**src/rtl/fluid_pipe.sv**
```systemverilog
// Elastic valid/retry pipeline built from Depth two-entry skid stages.
// Every stage's retry is a register, so there is no qRetry->dinRetry combinational path.

module fluid_stage #(
  parameter int Size = 8
) (
  input  logic            clk,
  input  logic            i_flush,
  input  logic [Size-1:0] i_din,
  input  logic            i_vld,
  output logic            o_retry,
  output logic [Size-1:0] o_q,
  output logic            o_vld,
  input  logic            i_retry
);
  logic [Size-1:0] r_m, r_s;
  logic            r_m_vld, r_s_vld;
  logic            w_in, w_out;

  assign w_in    = i_vld && !r_s_vld;
  assign w_out   = r_m_vld && !i_retry;
  assign o_retry = r_s_vld;
  assign o_q     = r_m;
  assign o_vld   = r_m_vld;

  always_ff @(posedge clk) begin
    if (i_flush) begin
      r_m_vld <= 1'b0;
      r_s_vld <= 1'b0;
    end else if (w_out) begin
      if (r_s_vld) r_s_vld <= 1'b0;
      else         r_m_vld <= w_in;
    end else if (w_in) begin
      if (r_m_vld) r_s_vld <= 1'b1;
      else         r_m_vld <= 1'b1;
    end
  end

  // Data path carries no reset; stale contents are masked by the valid bits.
  always_ff @(posedge clk) begin
    if (w_out) begin
      if (r_s_vld)   r_m <= r_s;
      else if (w_in) r_m <= i_din;
    end else if (w_in) begin
      if (r_m_vld) r_s <= i_din;
      else         r_m <= i_din;
    end
  end
endmodule

module fluid_pipe #(
  parameter int Size  = 8,
  parameter int Depth = 4,
  parameter int CntW  = $clog2(2*Depth+1)
) (
  input  logic            clk,
  input  logic            reset,
  input  logic            clear,
  input  logic [Size-1:0] din,
  input  logic            dinValid,
  output logic            dinRetry,
  output logic [Size-1:0] q,
  output logic            qValid,
  input  logic            qRetry,
  output logic [CntW-1:0] count,
  output logic            empty
);
  logic                       w_flush;
  logic [Depth:0][Size-1:0]   w_d;
  logic [Depth:0]             w_v, w_r;
  logic                       w_in_xfer, w_out_xfer;
  logic [CntW-1:0]            r_count;

  assign w_flush = reset || clear;

  // Flush masks both ends so no transfer can happen in a flush cycle.
  assign w_d[0]   = din;
  assign w_v[0]   = dinValid && !w_flush;
  assign dinRetry = w_r[0] || w_flush;
  assign w_r[Depth] = qRetry || w_flush;
  assign q        = w_d[Depth];
  assign qValid   = w_v[Depth] && !w_flush;

  for (genvar k = 0; k < Depth; k++) begin : g_stage
    fluid_stage #(.Size(Size)) u_stage (
      .clk     (clk),
      .i_flush (w_flush),
      .i_din   (w_d[k]),
      .i_vld   (w_v[k]),
      .o_retry (w_r[k]),
      .o_q     (w_d[k+1]),
      .o_vld   (w_v[k+1]),
      .i_retry (w_r[k+1])
    );
  end

  assign w_in_xfer  = dinValid && !dinRetry;
  assign w_out_xfer = qValid && !qRetry;

  always_ff @(posedge clk) begin
    if (w_flush) r_count <= '0;
    else         r_count <= r_count + CntW'(w_in_xfer) - CntW'(w_out_xfer);
  end

  assign count = r_count;
  assign empty = (r_count == '0);
endmodule
```
**config.mk**
```make
export PLATFORM = sky130hd
export DESIGN_NAME = fluid_pipe
export DESIGN_NICKNAME = d
export VERILOG_FILES = /design/src/rtl/fluid_pipe.sv
export SDC_FILE = /design/constraint.sdc
export NUM_CORES = 1
export LEC_CHECK = 0
export ABC_AREA = 1
export BUFFER_PORTS_ARGS = -buffer_cell sky130_fd_sc_hd__buf_2
export CAP_MARGIN = 30
export CORE_ASPECT_RATIO = 0.9
export CORE_MARGIN = 4
export CORE_UTILIZATION = 45
export CTS_CLUSTER_SIZE = 40
export DETAILED_ROUTE_END_ITERATION = 10
export PLACE_DENSITY_LB_ADDON = 0.2
export SLEW_MARGIN = 10
export SYNTH_ARGS = -nofsm -noshare
export SYNTH_HDL_FRONTEND = slang
export SYNTH_HIERARCHICAL = 1
export SYNTH_SLANG_ARGS = --single-unit
```
**constraint.sdc**
```tcl
create_clock -name clk -period 2.1 [get_ports clk]
set_input_delay 0.105 -clock clk [delete_from_list [all_inputs] [get_ports clk]]
set_output_delay 0.105 -clock clk [all_outputs]
set_load 0.1 [all_outputs]
```
### Yosys cells after proc, flatten, opt, wreduce, memory -nomap -nowiden

Index checks and enable logic that the tools add are counted.

* bits of input ports: 13
* register bits: 76
* latch bits: 0
* RAM bits: 0
* ROM bits: 0
* output and inout port bits: 15
* memories kept: 0

* shift-type cells: 0
* div/mod/pow operators: 0
* $mul: 0
* reduce and logical (&&, ||, !) cells: 49
* equality and inequality tests: 8
* order comparisons: 0
* $add $sub $neg: 2
* multiplexer cells: 32
* bitwise logic cells: 4

Operator list (count)
* two-way mux 8 bit: 20
* AND reduction 3 bit: 8
* != test 2 bit (second input constant): 8
* AND reduction 2 bit: 8
* nonzero test 2 bit: 8
* two-way mux 1 bit: 12
* logical AND 1 bit: 9
* zero test 1 bit: 8
* OR reduction 2 bit: 4
* adder 4 x 1 -> 4 bit: 1
* zero test 4 bit: 1
* NOT 1 bit: 4
* subtractor 4 x 1 -> 4 bit: 1
* logical OR 1 bit: 3

### Logic depth before layout (Yosys ltp)

Gate-level depths: netlist of run 1.

* depth in word-level cells: 7
* mapped depth: 12
* gate-level depth less buffers: 12

### Hierarchy

The synthesis of run 1 kept the hierarchy.

Modules (own cells, without submodules)
* fluid_stage: cells an instance 59, sequential area each 520.5 µm², area an instance 725.7 µm², times used 4
* fluid_pipe: cells an instance 44, sequential area each 80.1 µm², area an instance 311.5 µm², times used 1

### Worst setup path before layout of run 1

OpenSTA, ideal clock, no wires.

* path kind: register to output
* from: register r_count[2], in the netlist count[2]
* to: output port empty
* slack: -1.164 ns
* data arrival time: 3.159 ns
* stages on the path, launching flop included: 4
* buffers on the path: 0
* data required time: 1.995 ns
* cell sequence: dfxtp_1 inv_1 ha_1 nor3b_1

* cells in the longest elaborated chain, start to end: 1

Ends and longest elaborated chain
* start, declared: RTL line 72 `logic [CntW-1:0] r_count;`
* start signal, assigned: RTL line 102 `else r_count <= r_count + CntW'(w_in_xfer) - CntW'(w_out_xfer);`
* zero test 4 bit: RTL line 106 `assign empty = (r_count == '0);`
* end, declared: RTL line 66 `output logic empty`

No other way between the ends.

### Worst setup path in the final report of run 1

* from: register g_stage[3].u_stage.r_m_vld
* to: register r_count[2], in the netlist count[2]

* cells in the longest elaborated chain, start to end: 3

Ends and longest elaborated chain
* start, declared: RTL line 17 `logic r_m_vld, r_s_vld;`
* start signal, assigned: RTL line 32 `else r_m_vld <= w_in;`
* logical AND 1 bit: RTL line 82 `assign qValid = w_v[Depth] && !w_flush;`
* logical AND 1 bit: RTL line 98 `assign w_out_xfer = qValid && !qRetry;`
* subtractor 4 x 1 -> 4 bit: RTL line 102

No other way between the ends.
A chain may end at the register's enable or synchronous reset.

==> impl_metrics.py, run 1 <==
metrics = {
    "critical_path": {
        "crit_family": "adder cells",
        "path_class": "reg2reg",
        "critPathMaxFanout": 5,
        "rrSetupSlack_ps": 380,
        "r2r-start": "g_stage[3].u_stage/o_vld$_SDFFE_PP0P_",
        "endpoint_kind": "register",
        "cp.depth": 8,
        "crit_chain": "inv_1 > nor2_2 > ha_1 > inv_1 > ha_1 > fa_1 > xnor2_1 > nor2_1",
        "cpPeakStageDelay_ps": 410,
        "cp.buffers_inverters": 2,
        "required_ps": 2330,
        "crit_path_top_delay_cell": "fa_1",
        "r2r_cells": 8,
        "r2r_end": "count[2]$_SDFF_PP0_",
        "cp.arrival_ps": 1950,
        "cp-start-kind": "register",
    },
    "power": {
        "power_frac_seq": 0.593,
        "vdd_drop_max_v": 0.000599,
        "p_leak_nw": 1.60,
        "p_sw_mw": 0.555,
        "power_density_nw_per_um2": 730,
        "p_clk_frac": 0.375,
        "netSwitchingFraction": 0.201,
        "intPower_mw": 2.20,
        "pwr-share-comb": 0.032,
    },
    "layout": {
        "nFillCells": 579,
        "multiInputGateArea_um2": 906,
        "antennaDiodeCount": 0,
        "nets": 353,
        "final_cell_area_um2": 3780,
        "drive_gt1_frac": 0.213,
        "final_common_cell": "nand2_1",
        "areaGrowthSynthToFinish_pct": 17.7,
        "final_cell_mix": "nand2_1 (82), edfxtp_1 (64), nand3_1 (37)",
        "layout.area.seq_um2": 2160,
    },
    "drt": {
        "drc": 0,
        "vias": 1890,
        "drt-initial-drc-count": 63,
        "wl_per_cell_um": 10.5,
        "antenna_left": 0,
        "routed_wl_um": 4490,
        "vias_per_cell": 4.42,
        "drt_pre_antenna_iters": 4,
    },
    "placement": {
        "dp_hpwl_um": 3220,
        "portBuffers": 27,
        "place_area_um2": 3510,
        "gp_congestion": 0.748,
    },
    "clocking": {
        "cts_tree": "yes",
        "clkTransAtPathRegs_ps": 70,
        "cts_num_sinks": 76,
        "cts_buffer_depth": 2,
        "numCtsBuffers": 9,
        "htree_levels": 3,
        "insertion_delay_ps": 340,
        "cts_root_buffer": "clkbuf_8",
    },
    "yosys": {
        "syn_inst": 280,
        "synthesis.nets": 299,
        "ys_ff_latch": 76,
        "yosys_warnings": 6,
        "yosysSeqAreaShare": 0.673,
        "yosysUniqueCellTypes": 20,
        "synth_area_per_cell_um2": 11.5,
        "syn_area_um2": 3210,
    },
    "timing": {
        "hold_violations": 0,
        "fin_skew_ps": 9.18,
        "worst_pin_slew_ps": 686,
        "period_share": 0.820,
        "max_freq_mhz": 581,
        "setup_tns_ps": 0,
        "drv_slew": 0,
        "finalSetupViolCount": 0,
        "period_needed_ps": 1720,
        "rsz0062_at_grt": "no",
        "slew_headroom": 0.542,
    },
    "floorplan": {
        "initial_core_util": 0.475,
        "ios": 28,
        "core.rowCount": 28,
        "die_w_um": 97.1,
        "die_h_um": 88.2,
        "core_um2": 6760,
        "dieArea_um2": 8560,
    },
    "global_routing": {
        "grt_usage": 0.121,
        "antenna_found_initial": 0,
        "grt_max_degree": 13,
        "globalRouteOverflowTotal": 0,
        "first_global_vias": 1925,
        "grt_pass1_wl_um": 8170,
    },
    "min_path": {
        "holdPathStages": 4,
        "whs_endpoint": "count[1]$_SDFF_PP0_",
        "hp-class": "in2reg",
        "hold_start": "reset",
    },
    "run_status": {
        "run_status": "finished, final reports clean",
    },
    "flow_run": {
        "max-cap-violations": 0,
    },
}
layer usage:
layer | up-vias | global-route usage | wire (µm)
met5 | - | 0 | 0
met4 | 0 | 0.0497 | 66
met3 | 7 | 0.0502 | 191
met2 | 26 | 0.218 | 2300
met1 | 815 | 0.128 | 1930
li1 | 1042 | - | -
layout make-up:
type / instances / share of cell area
sequential: 76 / 0.572
inverter: 30 / 0.0298
clock inverter: 5 / 0.0142
clock buffer: 10 / 0.0337
multi-input combinational: 170 / 0.239
tap: 90 / 0.0298
timing repair buffer: 47 / 0.0814
stage by stage:
step / utilization / hold slack (ps) / power (mW) / setup WS, ps / instances
2_1_floorplan: - / 204 / 1.72 / 125 / 280
3_3_place_gp: 0.519 / 298 / 1.75 / 182 / 404
3_5_place_dp: 0.519 / 300 / 1.75 / 152 / 404
4_1_cts: 0.559 / 105 / 2.80 / 369 / 428
5_1_grt: 0.559 / 125 / 2.88 / 253 / 428
6_report: 0.559 / 127 / 2.76 / 378 / 428
worst reg2reg max path: stages, from the launching register on:
cell and delay, ps:
dfxtp_1 370, inv_1 100, nor2_2 50, ha_1 260, inv_1 40, ha_1 200, fa_1 410, xnor2_1 140
nor2_1 50
worst max-delay path by stage:
stage,startpoint,end,slack (ps)
after floorplan,count[1]$_SDFF_PP0_,count[2]$_SDFF_PP0_,130
after global placement,clear,count[1]$_SDFF_PP0_,180
after detailed placement,clear,count[1]$_SDFF_PP0_,150
after CTS,g_stage[3].u_stage/o_vld$_SDFFE_PP0P_,count[2]$_SDFF_PP0_,370
after global routing,g_stage[3].u_stage/o_vld$_SDFFE_PP0P_,count[2]$_SDFF_PP0_,250
final,g_stage[3].u_stage/o_vld$_SDFFE_PP0P_,count[2]$_SDFF_PP0_,380
power groups by stage:
stage	logic (mW)	registers [mW]	clock network, mW
after CTS	0.0881	1.64	1.08
final	0.0881	1.64	1.03
after global placement	0.0744	1.67	0
after global routing	0.0979	1.64	1.15
after detailed placement	0.0753	1.67	0
after floorplan	0.0449	1.68	0
cell families after synthesis:
group	Yosys count	share of synthesized area
AO/OA/AOI/OAI	13	0.0234
XOR/XNOR	1	0.00273
flip-flops	76	0.673
buffers and inverters	34	0.0490
adder cells (fa/ha/maj)	6	0.0257
AND/OR/NAND/NOR	150	0.227
Yosys cell counts:
library cell	count	area share
o21ai_0	4	0.0062
fa_1	1	0.0062
a21boi_1	4	0.0093
a21oi_1	5	0.0078
nor3b_1	1	0.0023
nor2_1	15	0.018
inv_1	25	0.029
or2_4	1	0.0027
dfxtp_1	12	0.075
inv_2	5	0.0058
nand2_1	82	0.096
nand2_4	4	0.014
nand2_2	4	0.0078
edfxtp_1	64	0.60
ha_1	5	0.019
nor2_2	2	0.0039
nand3_1	37	0.058
buf_6	4	0.014
nor2_8	4	0.025
xnor2_1	1	0.0027
registers in the layout, indices dropped and copies added, names as in the netlist:
name	count
count	4
g_stage.u_stage/o_retry	4
g_stage.u_stage/o_vld	4
g_stage.u_stage/o_q	32
g_stage.u_stage/r_s	32
repair_timing:
action | in CTS | in global routing
hold endpoints to repair | 9 | 0
setup endpoints to repair | 0 | 0
hold buffers | 9 | 0
setup buffers | 0 | 0
resized for setup | 0 | 0
(Power assumes the default switching activity.)
==> inputs of run 2 (changes only) <==
clock period = 1.6 ns   (was 2.1 ns; I/O delays follow)
==> run 2 against run 1 <==
  * The flow now finishes with violations (negative setup slack)
  * Register-to-register slack got worse by 380 ps
  * Critical path depth unchanged
  * First-iteration DRC count decreased by 27%
  * Core utilization increased by 2.8 points
  * Critical endpoint is now count[1]$_SDFF_PP0_
  * Largest cell class unchanged
==> impl_metrics.py, run 2 (same netlist as run 1, synthesis figures left out) <==
metrics = {
    "run_status": {
        "run_status": "complete, but fails checks",
        "violations": "negative setup slack",
    },
    "timing": {
        "hold_violations": 0,
        "period_share": 1.00,
        "setup_ws_ps": -6.01,
        "drv_slew": 0,
        "fin_skew_ps": 10.2,
        "finalSetupViolCount": 1,
        "max_freq_mhz": 623,
        "period_needed_ps": 1610,
        "setup_tns_ps": -6.01,
        "rsz0062_at_grt": "yes",
        "slew_headroom": 0.590,
        "worst_pin_slew_ps": 612,
    },
    "power": {
        "p_sw_mw": 0.765,
        "p_clk_frac": 0.405,
        "pwr-share-comb": 0.035,
        "total_power_mw": 3.84,
        "intPower_mw": 3.07,
        "power_density_nw_per_um2": 967,
        "p_leak_nw": 1.68,
        "power_frac_seq": 0.560,
        "vdd_drop_max_v": 0.000735,
        "netSwitchingFraction": 0.199,
    },
    "critical_path": {
        "cpPeakStageDelay_ps": 520,
        "critPathMaxFanout": 2,
        "endpoint_kind": "register",
        "critPathMostFrequentCell": "inv_2",
        "crit_chain": "inv_2 > nand2_2 > ha_4 > inv_2 > ha_4 > fa_2 > inv_2 > nor2_2",
        "crit_path_top_delay_cell": "fa_2",
        "r2r_cells": 8,
        "cp.arrival_ps": 1880,
        "required_ps": 1880,
        "cp-start-kind": "register",
        "path_class": "reg2reg",
    },
    "clocking": {
        "insertion_delay_ps": 350,
        "cts_tree": "yes",
        "clkTransAtPathRegs_ps": 80,
        "cts_root_buffer": "clkbuf_8",
        "htree_levels": 3,
        "cts_num_sinks": 76,
        "numCtsBuffers": 9,
        "cts_buffer_depth": 2,
    },
    "floorplan": {
        "core.rowCount": 28,
        "core_um2": 6760,
        "dieArea_um2": 8560,
        "initial_core_util": 0.475,
        "ios": 28,
        "die_h_um": 88.2,
        "die_w_um": 97.1,
    },
    "layout": {
        "antennaDiodeCount": 0,
        "areaGrowthSynthToFinish_pct": 23.5,
        "final_common_cell": "nand2_1",
        "nets": 362,
        "final_cell_mix": "nand2_1 (81), edfxtp_1 (64), nand3_1 (37)",
        "drive_gt1_frac": 0.294,
    },
    "placement": {
        "portBuffers": 27,
        "dp_hpwl_um": 3410,
        "post-place-ws_ps": -193,
        "gp_congestion": 0.724,
    },
    "drt": {
        "vias": 1963,
        "drt-initial-drc-count": 46,
        "wl_per_cell_um": 10.7,
        "routed_wl_um": 4670,
        "vias_per_cell": 4.49,
        "drt_pre_antenna_iters": 4,
        "antenna_left": 0,
        "drc": 0,
    },
    "flow_run": {
        "max-cap-violations": 0,
    },
    "min_path": {
        "hp-class": "in2reg",
        "holdPathStages": 5,
    },
    "global_routing": {
        "grt_max_degree": 14,
        "first_global_vias": 1975,
        "grt_usage": 0.123,
        "grt_pass1_wl_um": 8340,
        "antenna_found_initial": 0,
        "globalRouteOverflowTotal": 0,
    },
}
run 2: cell types whose count changed in the layout (fill, tap and decap cells not counted), sizes merged:
cell	previous run	this run
clkinvlp	2	1
inv	30	31
dlygate4sd3	9	8
buf	38	47
bufinv	1	2
run 2: power by group through the flow:
| stage | logic (mW) | registers [mW] | clock network, mW |
|---|---|---|---|
| 3_5_place_dp | 0.116 | 2.19 | 0 |
| 3_3_place_gp | 0.114 | 2.19 | 0 |
| 2_1_floorplan | 0.0609 | 2.20 | 0 |
| 5_1_grt | 0.149 | 2.15 | 1.69 |
| 4_1_cts | 0.133 | 2.15 | 1.60 |
| 6_report | 0.134 | 2.15 | 1.55 |
run 2: critical path: cells and delay by family, from the launching register on:
family / cells / cell delay (ps)
adder cells (fa/ha/maj): 3 / 940
flip-flops: 1 / 330
buffers and inverters: 3 / 120
AND/OR/NAND/NOR: 2 / 150
run 2: stage by stage:
step                      hold slack (ps)  cells  instance area (µm²)   util
after global routing                  114    437                 3970  0.587
final                                 110    437                 3970  0.587
after floorplan                       179    280                 3250      -
after CTS                            90.6    436                 3950  0.584
after detailed placement              275    413                 3620  0.536
after global placement                274    413                 3620  0.536
run 2: worst paths after layout:
path / slack (ps) / endpoint / start
setup / recovery: -6 / count[1]$_SDFF_PP0_ / g_stage[0].u_stage/o_retry$_SDFFE_PP0P_
hold / removal: 110 / count[3]$_SDFF_PP0_ / reset
setup reg to reg: -6 / count[1]$_SDFF_PP0_ / g_stage[0].u_stage/o_retry$_SDFFE_PP0P_
hold reg to reg: 450 / g_stage[3].u_stage/r_s[6]$_DFFE_PP_ / g_stage[2].u_stage/o_q[6]$_DFFE_PP_
run 2: metal layers:
layer | track usage | vias up | routed length (µm) | share of wire
li1 | - | 1060 | - | -
met1 | 0.124 | 868 | 1980 | 0.42
met2 | 0.231 | 29 | 2410 | 0.52
met3 | 0.0478 | 6 | 219 | 0.047
met4 | 0.0472 | 0 | 62 | 0.013
met5 | 0 | - | 0 | 0
run 2: final cells by class:
cell class,instances,area [µm²]
multi-input cells,170,970
fillers,572,2790
flip-flops and latches,76,2170
clock buffers,9,124
well taps,90,113
repair buffers,56,390
inverters,30,115
clock inverters,6,88.8
run 2: repair_timing:
action / in CTS / in global routing
pin swaps: 1 / 4
endpoints found under the setup margin: 2 / 3
endpoints found under the hold margin: 13 / 0
buffers inserted: 0 / 1
gates resized for setup: 9 / 4
hold buffers: 8 / 0
==> inputs of run 3 (changes only) <==
ABC_AREA = not set   (was 1)
REMOVE_ABC_BUFFERS = 1   (was not set)
==> run 3 against run 2 <==
  * The run now ends clean
  * Core utilization fell by 2.0 points
  * Hold slack got worse by 39 ps
  * Sequential cell count did not move
  * Cell count fell by 23%
  * Sequential power barely moved
  * Largest cell class unchanged
  * Highest routed layer unchanged
==> impl_metrics.py, run 3 <==
metrics = {
    "yosys": {
        "yosys-top-cells-area": "edfxtp_1 (64%), mux2_2 (12%), dfxtp_1 (7.9%), nand3b_4 (2.6%), ha_1 (2.1%)",
        "syn_inst": 182,
        "synthArstFlopShare": 0,
        "synth_common_cells": "edfxtp_1 (64), mux2_2 (32), dfxtp_1 (12), a21oi_1 (9), nand2_1 (9)",
        "synth_ff_type": "edfxtp_1",
        "syn_area_um2": 3020,
        "ys_ff_latch": 76,
        "yosysUniqueCellTypes": 23,
        "synth_area_per_cell_um2": 16.6,
        "yosysSeqAreaShare": 0.715,
        "yosys_warnings": 6,
        "synth_edf_count": 64,
        "yosysMostFrequentCell": "edfxtp_1",
        "synth.top_cell.area_share": 0.635,
        "yosysTopAreaCell": "edfxtp_1",
    },
    "timing": {
        "max_freq_mhz": 641,
        "drv_slew": 0,
        "period_needed_ps": 1560,
        "hold_violations": 0,
        "worst_pin_slew_ps": 635,
        "fin_skew_ps": 5.76,
        "finalSetupViolCount": 0,
        "period_share": 0.975,
        "slew_headroom": 0.575,
    },
    "min_path": {
        "hp-class": "in2reg",
        "whs_endpoint": "count[3]$_SDFF_PP0_",
        "holdPathStages": 3,
        "hold_start": "reset",
    },
    "drt": {
        "routed_wl_um": 3950,
        "drt-initial-drc-count": 72,
        "drc": 0,
        "drt_pre_antenna_iters": 4,
        "antenna_left": 0,
        "vias": 1560,
        "wl_per_cell_um": 11.7,
        "vias_per_cell": 4.64,
    },
    "layout": {
        "nets": 262,
        "fin_util": 0.567,
        "multiInputGateArea_um2": 898,
        "final_cell_mix": "edfxtp_1 (64), mux2_2 (32), buf_2 (25)",
        "final_common_cell": "edfxtp_1",
        "layout.area.seq_um2": 2160,
        "drive_gt1_frac": 0.415,
        "antennaDiodeCount": 0,
        "areaGrowthSynthToFinish_pct": 22.9,
        "nFillCells": 511,
    },
    "critical_path": {
        "cp.arrival_ps": 1770,
        "endpoint_kind": "register",
        "r2r_cells": 7,
        "required_ps": 1810,
        "path_class": "reg2reg",
        "cp-start-kind": "register",
        "critPathMaxFanout": 2,
        "r2r-start": "g_stage[0].u_stage/o_retry$_SDFFE_PP0P_",
        "r2r_end": "count[2]$_SDFF_PP0_",
        "rrSetupSlack_ps": 40,
    },
    "global_routing": {
        "first_global_vias": 1589,
        "antenna_found_initial": 0,
        "grt_pass1_wl_um": 7250,
        "grt_max_degree": 12,
        "globalRouteOverflowTotal": 0,
        "grt_usage": 0.117,
    },
    "floorplan": {
        "die_h_um": 85.8,
        "initial_core_util": 0.462,
        "core_um2": 6550,
        "dieArea_um2": 8100,
        "die_w_um": 94.4,
        "ios": 28,
        "core.rowCount": 28,
    },
    "clocking": {
        "cts_setup_buffers": 0,
        "cts_tree": "yes",
        "insertion_delay_ps": 330,
        "htree_levels": 3,
        "numCtsBuffers": 9,
        "cts_num_sinks": 76,
        "cts_root_buffer": "clkbuf_8",
        "cts_buffer_depth": 2,
        "clkTransAtPathRegs_ps": 70,
    },
    "flow_run": {
        "max-cap-violations": 0,
    },
    "placement": {
        "dp_hpwl_um": 2700,
        "portBuffers": 27,
        "gp_congestion": 0.750,
    },
    "power": {
        "netSwitchingFraction": 0.188,
        "pwr-share-comb": 0.034,
        "power_frac_seq": 0.603,
        "vdd_drop_max_v": 0.000561,
        "total_power_mw": 3.56,
        "power_density_nw_per_um2": 957,
        "p_clk_frac": 0.363,
        "intPower_mw": 2.89,
        "p_sw_mw": 0.669,
        "p_leak_nw": 1.42,
    },
    "run_status": {
        "run_status": "finished, final reports clean",
    },
}
[run 3: worst max-delay path by stage]
stage                                       startpoint                  end  cells past startpoint  slack [ps]
2_1_floorplan                      count[2]$_SDFF_PP0_                empty                      3       -1640
3_3_place_gp                                     clear  count[2]$_SDFF_PP0_                     10        -190
3_5_place_dp                                     clear  count[2]$_SDFF_PP0_                     10        -230
4_1_cts        g_stage[0].u_stage/o_retry$_SDFFE_PP0P_  count[2]$_SDFF_PP0_                      7         -10
5_1_grt        g_stage[0].u_stage/o_retry$_SDFFE_PP0P_  count[2]$_SDFF_PP0_                      7         -30
6_report       g_stage[0].u_stage/o_retry$_SDFFE_PP0P_  count[2]$_SDFF_PP0_                      7          40
[run 3: what timing repair did]
| action | 4_1_cts | 5_1_grt |
|---|---|---|
| endpoints found under the hold margin | 8 | 0 |
| pin swaps | 2 | 5 |
| hold buffers | 8 | 0 |
| endpoints found under the setup margin | 4 | 5 |
| resized for setup | 8 | 13 |
[run 3: logic make-up after synthesis]
group | Yosys count | synth area share
flip-flops | 76 | 0.715
AND/OR/NAND/NOR | 41 | 0.0898
multiplexers | 33 | 0.122
AO/OA/AOI/OAI | 18 | 0.0339
buffers and inverters | 7 | 0.00869
adder cells (fa/ha/maj) | 6 | 0.0273
XOR/XNOR | 1 | 0.00290
[run 3: metal layers]
layer | track usage | up-vias | routed length [µm]
met1 | 0.158 | 719 | 1890
met3 | 0.0526 | 6 | 218
li1 | - | 805 | -
met4 | 0.0394 | 0 | 53
met5 | 0 | - | 0
met2 | 0.168 | 30 | 1790
[run 3: power by group through the flow]
stage / Clock (mW) / Sequential (mW) / Combinational, mW
after detailed placement: 0 / 2.19 / 0.0928
final: 1.29 / 2.14 / 0.120
after floorplan: 0 / 2.19 / 0.0502
after global routing: 1.44 / 2.14 / 0.130
after CTS: 1.35 / 2.14 / 0.112
after global placement: 0 / 2.19 / 0.0919
[run 3: final cells by class]
type,instances,area share
inverters,7,0.00707
flip-flops and latches,76,0.582
repair buffers,50,0.0929
well taps,90,0.0303
clock buffers,10,0.0343
multi-input cells,99,0.242
clock inverters,4,0.0114
[run 3: through the flow]
| stage | instances | area, µm² | setup WS [ps] | hold slack [ps] | setup TNS [ps] |
|---|---|---|---|---|---|
| after floorplan | 182 | 3020 | -1640 | 179 | -3430 |
| after detailed placement | 314 | 3380 | -227 | 273 | -624 |
| after global placement | 314 | 3380 | -194 | 273 | -541 |
| after CTS | 336 | 3660 | -13.2 | 52.2 | -13.2 |
| after global routing | 336 | 3720 | -34.1 | 81.7 | -34.9 |
| final | 336 | 3720 | 40.0 | 71.3 | 0 |
[run 3: critical path, stage by stage, from the launching register on]
cell	delay (ps)
dfxtp_2	320
nand2b_4	140
ha_4	260
inv_2	40
ha_4	150
fa_2	330
xnor2_1	150
nor2_1	60
